[src/rtl/id_ex_stage.sv]
// ID/EX pipeline register with EX/MEM and MEM/WB operand forwarding and load-use detection.
// Build option: define ID_EX_FWD_EN to enable the forwarding muxes (otherwise any EX-stage RAW hazard stalls).
module id_ex_stage #(
  parameter int DATA_W = 32,
  parameter int REG_AW = 5,
  parameter int IMM_W  = 16
) (
  input  logic              clk,
  input  logic              rst_n,
  input  logic              id_valid,
  input  logic [DATA_W-1:0] id_rs_data,
  input  logic [DATA_W-1:0] id_rt_data,
  input  logic [IMM_W-1:0]  id_imm,
  input  logic              id_imm_zext,
  input  logic [REG_AW-1:0] id_rs_addr,
  input  logic [REG_AW-1:0] id_rt_addr,
  input  logic              id_uses_rt,
  input  logic [REG_AW-1:0] id_wr_addr,
  input  logic [3:0]        id_alu_ctrl,
  input  logic              id_alu_src,
  input  logic              id_reg_write,
  input  logic              id_mem_read,
  input  logic              id_mem_write,
  input  logic              id_mem_to_reg,
  input  logic              stall,
  input  logic              flush,
  input  logic              exm_reg_write,
  input  logic [REG_AW-1:0] exm_wr_addr,
  input  logic [DATA_W-1:0] exm_alu_out,
  input  logic              mwb_reg_write,
  input  logic [REG_AW-1:0] mwb_wr_addr,
  input  logic [DATA_W-1:0] mwb_data,
  output logic [DATA_W-1:0] alu_a,
  output logic [DATA_W-1:0] alu_b,
  output logic [3:0]        alu_ctrl,
  output logic [DATA_W-1:0] ex_store_data,
  output logic [REG_AW-1:0] ex_wr_addr,
  output logic              ex_reg_write,
  output logic              ex_mem_read,
  output logic              ex_mem_write,
  output logic              ex_mem_to_reg,
  output logic              ex_valid,
  output logic              load_use_stall
);

  // Valid semantics: ex_valid marks a real instruction in EX; a bubble has
  // ex_valid = 0 and all control bits 0, so downstream never needs to gate them.
  logic [DATA_W-1:0] ex_rs_data;
  logic [DATA_W-1:0] ex_rt_data;
  logic [DATA_W-1:0] ex_imm;
  logic [REG_AW-1:0] ex_rs_addr;
  logic [REG_AW-1:0] ex_rt_addr;
  logic [3:0]        ex_alu_ctrl;
  logic              ex_alu_src;
  logic [DATA_W-1:0] imm_ext;
  logic [DATA_W-1:0] fwd_rs;
  logic [DATA_W-1:0] fwd_rt;
  logic              addr_match;
  logic              ex_writer;

  assign imm_ext = id_imm_zext ? {{(DATA_W-IMM_W){1'b0}}, id_imm}
                               : {{(DATA_W-IMM_W){id_imm[IMM_W-1]}}, id_imm};

  // Priority: reset > flush > stall > load.
  always_ff @(posedge clk or negedge rst_n) begin
    if (!rst_n) begin
      ex_valid      <= 1'b0;
      ex_rs_data    <= '0;
      ex_rt_data    <= '0;
      ex_imm        <= '0;
      ex_rs_addr    <= '0;
      ex_rt_addr    <= '0;
      ex_wr_addr    <= '0;
      ex_alu_ctrl   <= 4'b0000;
      ex_alu_src    <= 1'b0;
      ex_reg_write  <= 1'b0;
      ex_mem_read   <= 1'b0;
      ex_mem_write  <= 1'b0;
      ex_mem_to_reg <= 1'b0;
    end else if (flush) begin
      ex_valid      <= 1'b0;
      ex_rs_data    <= '0;
      ex_rt_data    <= '0;
      ex_imm        <= '0;
      ex_rs_addr    <= '0;
      ex_rt_addr    <= '0;
      ex_wr_addr    <= '0;
      ex_alu_ctrl   <= 4'b0000;
      ex_alu_src    <= 1'b0;
      ex_reg_write  <= 1'b0;
      ex_mem_read   <= 1'b0;
      ex_mem_write  <= 1'b0;
      ex_mem_to_reg <= 1'b0;
    end else if (!stall) begin
      ex_valid      <= id_valid;
      ex_rs_data    <= id_rs_data;
      ex_rt_data    <= id_rt_data;
      ex_imm        <= imm_ext;
      ex_rs_addr    <= id_rs_addr;
      ex_rt_addr    <= id_rt_addr;
      ex_wr_addr    <= id_wr_addr;
      ex_alu_ctrl   <= id_alu_ctrl;
      ex_alu_src    <= id_alu_src;
      ex_reg_write  <= id_reg_write  & id_valid;
      ex_mem_read   <= id_mem_read   & id_valid;
      ex_mem_write  <= id_mem_write  & id_valid;
      ex_mem_to_reg <= id_mem_to_reg & id_valid;
    end
  end

`ifdef ID_EX_FWD_EN
  logic exm_hit_rs, exm_hit_rt, mwb_hit_rs, mwb_hit_rt;

  // Register 0 is hardwired, so a write to it must never be forwarded.
  assign exm_hit_rs = exm_reg_write && (exm_wr_addr != '0) && (exm_wr_addr == ex_rs_addr);
  assign exm_hit_rt = exm_reg_write && (exm_wr_addr != '0) && (exm_wr_addr == ex_rt_addr);
  assign mwb_hit_rs = mwb_reg_write && (mwb_wr_addr != '0) && (mwb_wr_addr == ex_rs_addr);
  assign mwb_hit_rt = mwb_reg_write && (mwb_wr_addr != '0) && (mwb_wr_addr == ex_rt_addr);

  always_comb begin
    fwd_rs = ex_rs_data;
    if (exm_hit_rs)      fwd_rs = exm_alu_out;
    else if (mwb_hit_rs) fwd_rs = mwb_data;
  end

  always_comb begin
    fwd_rt = ex_rt_data;
    if (exm_hit_rt)      fwd_rt = exm_alu_out;
    else if (mwb_hit_rt) fwd_rt = mwb_data;
  end

  // Only a load result is too late to forward; ALU results reach EX via EX/MEM.
  assign ex_writer = ex_mem_read;
`else
  logic unused_fwd;

  assign unused_fwd = &{1'b0, exm_reg_write, exm_wr_addr, exm_alu_out,
                        mwb_reg_write, mwb_wr_addr, mwb_data, ex_rs_addr, ex_rt_addr};
  assign fwd_rs     = ex_rs_data;
  assign fwd_rt     = ex_rt_data;
  // Without forwarding every producer in EX must hold decode back.
  assign ex_writer  = ex_reg_write;
`endif

  assign addr_match = (ex_wr_addr == id_rs_addr) || (id_uses_rt && (ex_wr_addr == id_rt_addr));
  assign load_use_stall = ex_valid && ex_writer && (ex_wr_addr != '0) && addr_match;

  assign alu_a         = fwd_rs;
  assign alu_b         = ex_alu_src ? ex_imm : fwd_rt;
  assign alu_ctrl      = ex_alu_ctrl;
  assign ex_store_data = fwd_rt;

endmodule
[config.mk]
export PLATFORM = sky130hd
export DESIGN_NAME = id_ex_stage
export DESIGN_NICKNAME = d
export VERILOG_FILES = /design/src/rtl/id_ex_stage.sv
export SDC_FILE = /design/constraint.sdc
export NUM_CORES = 1
export LEC_CHECK = 0
export ABC_CLOCK_PERIOD_IN_PS = 1700
export CORE_AREA = 2 2 115 117
export CTS_CLUSTER_DIAMETER = 50
export DETAILED_ROUTE_END_ITERATION = 7
export DIE_AREA = 0 0 117 119
export DONT_BUFFER_PORTS = 1
export GPL_TIMING_DRIVEN = 1
export HOLD_SLACK_MARGIN = 0.02
export PLACE_DENSITY = 0.58
export SLEW_MARGIN = 10
export SYNTH_ARGS = -nofsm -noshare
export SYNTH_HDL_FRONTEND = slang
export SYNTH_SLANG_ARGS = --single-unit
[constraint.sdc]
create_clock -name clk -period 1.7 [get_ports clk]
set_input_delay 0.255 -clock clk [delete_from_list [all_inputs] [get_ports clk]]
set_output_delay 0.255 -clock clk [all_outputs]
set_load 0.01 [all_outputs]
-- Word level (Yosys, flattened, before mapping)
Index checks and enable logic that the tools add are counted.
- register bits: 111
- bits in latches: 0
- RAM bits: 0
- bits in read-only memories: 0
- input port bits: 187
- memories: 0
- add/subtract/negate cells: 0
- multiply operators: 0
- div/mod/pow operators: 0
- $lt $le $gt $ge: 0
- eq/ne operators: 3
- shift-type cells: 0
- muxes and demuxes: 24
- bitwise operators: 4
- reductions and logical operators: 6
- operators with widths (cell ; count):
    two-way mux 32 bit ; 8
    two-way mux 1 bit ; 12
    equality test 5 bit ; 2
    two-way mux 5 bit ; 2
    two-way mux 4 bit ; 2
    nonzero test 5 bit ; 1
    AND 1 bit ; 4
    logical AND 1 bit ; 4
    != test 2 x 1 -> 1 bit, second input constant ; 1
    logical OR 1 bit ; 1

-- Longest topological paths before layout
- word-level depth: 4
- depth in mapped cells: 5
- gate-level depth less buffers: 4

-- Worst setup path before layout
OpenSTA, ideal clock, no wires.
- path type: reg2out
- start: register ex_wr_addr[2]
- end: output port load_use_stall
- data arrival time: 1.209 ns
- data required time: 1.445 ns
- path slack: 0.236 ns
- cell stages (with the launch flop): 5
- path buffers: 0
- cells stage by stage: dfrtp_1 xor2_1 nor4_1 nand3_1 a21oi_1
- word-level cells in the longest chain between the ends: 4
- elaborated cells between the ends (all ways): 7
- ends and longest elaborated chain (what ; line ; RTL):
    from (decl) ; 37 ; output logic [REG_AW-1:0] ex_wr_addr,
    from (signal assigned) ; 101 ; ex_wr_addr <= id_wr_addr;
    equality test 5 bit ; 145 ; assign addr_match = (ex_wr_addr == id_rs_addr) || (id_uses_rt && (ex_wr_addr == id_rt_addr));
    logical AND 1 bit ; 145 ;
    logical OR 1 bit ; 145 ;
    logical AND 1 bit (*) ; 146 ; assign load_use_stall = ex_valid && ex_writer && (ex_wr_addr != '0) && addr_match;
    to (decl) ; 43 ; output logic load_use_stall
Every way passes the cells marked *; elsewhere a longest branch is shown, timed or not.

-- Worst setup path after layout
Same ends and word-level chain as after synthesis.

==> impl_metrics.json <==
{
  "grt_antenna_before_repair": 0,
  "ctsRootBufferMaster": "clkbuf_16",
  "tritoncts": "done",
  "via_count_of_the_first_global_routing_pass": 2980,
  "dpl.hpwl_um": 6570,
  "synthesis.yosys.warnings": 0,
  "final_layout_net_count": 593,
  "timing.final.max_slew_violations": 0,
  "wire_length_of_the_first_global_routing_pass_um": 15800,
  "synth_ff_type": "dfrtp_1",
  "finalWeightedCongestion": 0.707,
  "cts.htree.levels": 3,
  "detail_route.drc_violations": 0,
  "synthDominantAreaCellType": "dfrtp_1",
  "cts_hold_buf": 30,
  "setup_repair_after_global_routing_missed_its_margin": "true",
  "hold-worst-slack_ps": -396,
  "pwr_density_cell_nw_per_um2": 989,
  "timing.critical_path.to_type": "output pin",
  "ys_top_cells_by_count": "dfrtp_1, nor2_1, mux2i_1",
  "timing.final.ws_setup_ps": -127,
  "synth_edf_count": 0,
  "fraction_of_the_core_area_covered_by_cells_at_the_end_of_the_flow": 0.397,
  "synth.area.top_cells": "dfrtp_1, mux2i_1, nor2_1",
  "drive_gt1_frac": 0.119,
  "timing.clock.skew_ps": 0,
  "status": "finished with violations",
  "syn_to_final_growth_pct": 17.7,
  "syn-instance-count": 383,
  "grt.total_usage": 0.150,
  "worstSkewPairLatency_ps": 340,
  "violated_checks": "hold timing, setup timing",
  "criticalPathCategory": "reg2out",
  "r2r_slack_ps": 260,
  "setup-violations-final": 1,
  "worst-slew-pin-transition_ps": 383,
  "share_of_the_synthesized_area_in_the_top_cell_type": 0.553,
  "antennaDiodeCount": 0,
  "fp.coreArea_um2": 12900,
  "worstPathArrival_ps": 1570,
  "finish.cell_count_without_fillers": 587,
  "holdCritPathClass": "in2async",
  "post_cts_buffers": 0,
  "synthesis.nets": 570,
  "critical_path.reg2reg.startpoint": "ex_wr_addr[1]$_DFFE_PN0P_",
  "placement.io_buffers": 0,
  "drv.max_cap_violation_count": 0,
  "drt_first_iter_violations": 133,
  "p_leak_uw": 0.00257,
  "crit_path_max_fanout": 5,
  "clock_sink_count": 96,
  "yosysSeqAreaShare": 0.553,
  "power.ir.vdd_worst_mv": 0.508,
  "synthesis.area_um2": 4340,
  "critical_path.slowest_cell": "dfrtp_2",
  "routed_via_density": 4.90,
  "floorplan.io_pins": 298,
  "drt_first_pass_iters": 4,
  "clk_transition_reported_paths_ps": 70,
  "critical_path_start_type": "register",
  "die_span_in_y_um": 119,
  "cts.path.max_buffers": 2,
  "portion_of_the_clock_cycle_consumed_by_the_worst_path_in_the_final_layout": 1.07,
  "timing.critical_path.from": "ex_wr_addr[2]$_DFFE_PN0P_",
  "synth_cell_types": 23,
  "rows": 42,
  "asyncSetResetFlopFracSynth": 1.00,
  "worst-endpoint-required_ps": 1440,
  "worst_path_largest_cell_delay_ps": 470,
  "area_of_the_die_um2": 13900,
  "period_needed_ps": 1830,
  "start_util": 0.337,
  "grt.overflow.total": 0,
  "critical_path.cell_chain": "xor2_1 -> nor4_2 -> nand3_1 -> a21oi_2",
  "die-width_um": 117,
  "maxClockFrequency_mhz": 547,
  "grt_max_degree": 99,
  "finalHoldViolations": 96,
  "wirelength_um": 10400,
  "synth_area_per_cell_um2": 11.3,
  "timing.slew.headroom": 0.744,
  "cts_made_buffers": 9,
  "final_antenna_net_count": 0,
  "count_of_vias_placed_by_the_detailed_router": 2878,
  "avgRoutedWirePerCell_um": 17.7,
  "placed_cells_incl_taps": 541,
  "yosys_register_bits": 96
}
## per-stage QoR
stage | power, µW | cell area (µm²) | setup TNS, ps | setup WS [ps]
final | 5050 | 5110 | -127 | -127
after global routing | 5310 | 5110 | -266 | -266
after CTS | 5130 | 5100 | -148 | -148
after detailed placement | 2980 | 4480 | 0 | 114
after global placement | 2970 | 4480 | 0 | 122
after floorplan | 2970 | 4340 | 0 | 236
## critical path: cells and delay by family (launching register included)
family,cells,cell delay (ps)
DFF,1,470
and+or+nand+nor,2,380
AOI/OAI and AO/OA,1,220
xor gates and xnor gates,1,170
## cell usage in the layout, fill, tap and decap left out, types with 2 or more instances in the layout
master,count
clkbuf_16,9
a22oi_1,4
dlygate4sd3_1,29
xor2_1,7
o21ai_0,16
buf_4,8
dfrtp_1,93
xnor2_1,3
nand3_1,2
a21oi_1,2
dfrtp_2,3
mux2_2,16
clkinvlp_4,2
nor2_1,96
mux2i_1,90
inv_1,16
## cell type report
class	instances	area, µm²
Multi-Input combinational cell	244	1730
Fill cell	1261	7760
Tap cell	176	220
Clock buffer	10	229
Timing Repair Buffer	39	398
Sequential cell	96	2410
Inverter	16	60.1
Clock inverter	6	67.6
## where the power goes
part	total [µW]	switching [µW]	internal (µW)
combinational	457	201	255
clock	2030	882	1150
sequential	2570	157	2410
## layer usage
| metal | GRT usage | vias up | wire (µm) |
|---|---|---|---|
| li1 | - | 1317 | - |
| met1 | 0.182 | 1418 | 4280 |
| met2 | 0.247 | 134 | 5190 |
| met3 | 0.0529 | 9 | 823 |
| met4 | 0.0507 | 0 | 112 |
| met5 | 0 | - | 0 |
## timing repair
item                                    CTS  global route
hold endpoints to repair                192            96
cloned                                    0             0
pin swaps                                 2             4
gates resized for setup                   5             1
endpoints found under the setup margin    7             1
## logic make-up after synthesis
group / count (synthesis) / share of synthesized area
mux: 106 / 0.249
simple gates: 104 / 0.0946
flops: 96 / 0.553
buf+inv: 43 / 0.0510
compound gates: 24 / 0.0317
xor+xnor: 10 / 0.0202
## final timing paths
kind,to,cells after the start
setup / recovery,load_use_stall,4
hold / removal,ex_store_data[6]$_DFFE_PN0P_,0
setup reg to reg,ex_wr_addr[1]$_DFFE_PN0P_,4
hold reg to reg,ex_imm[0]$_DFFE_PN0P_,2
max in group asynchronous,ex_wr_addr[4]$_DFFE_PN0P_,0
min in group clk,ex_store_data[13]$_DFFE_PN0P_,2
Power figures use the tool's default switching activity.
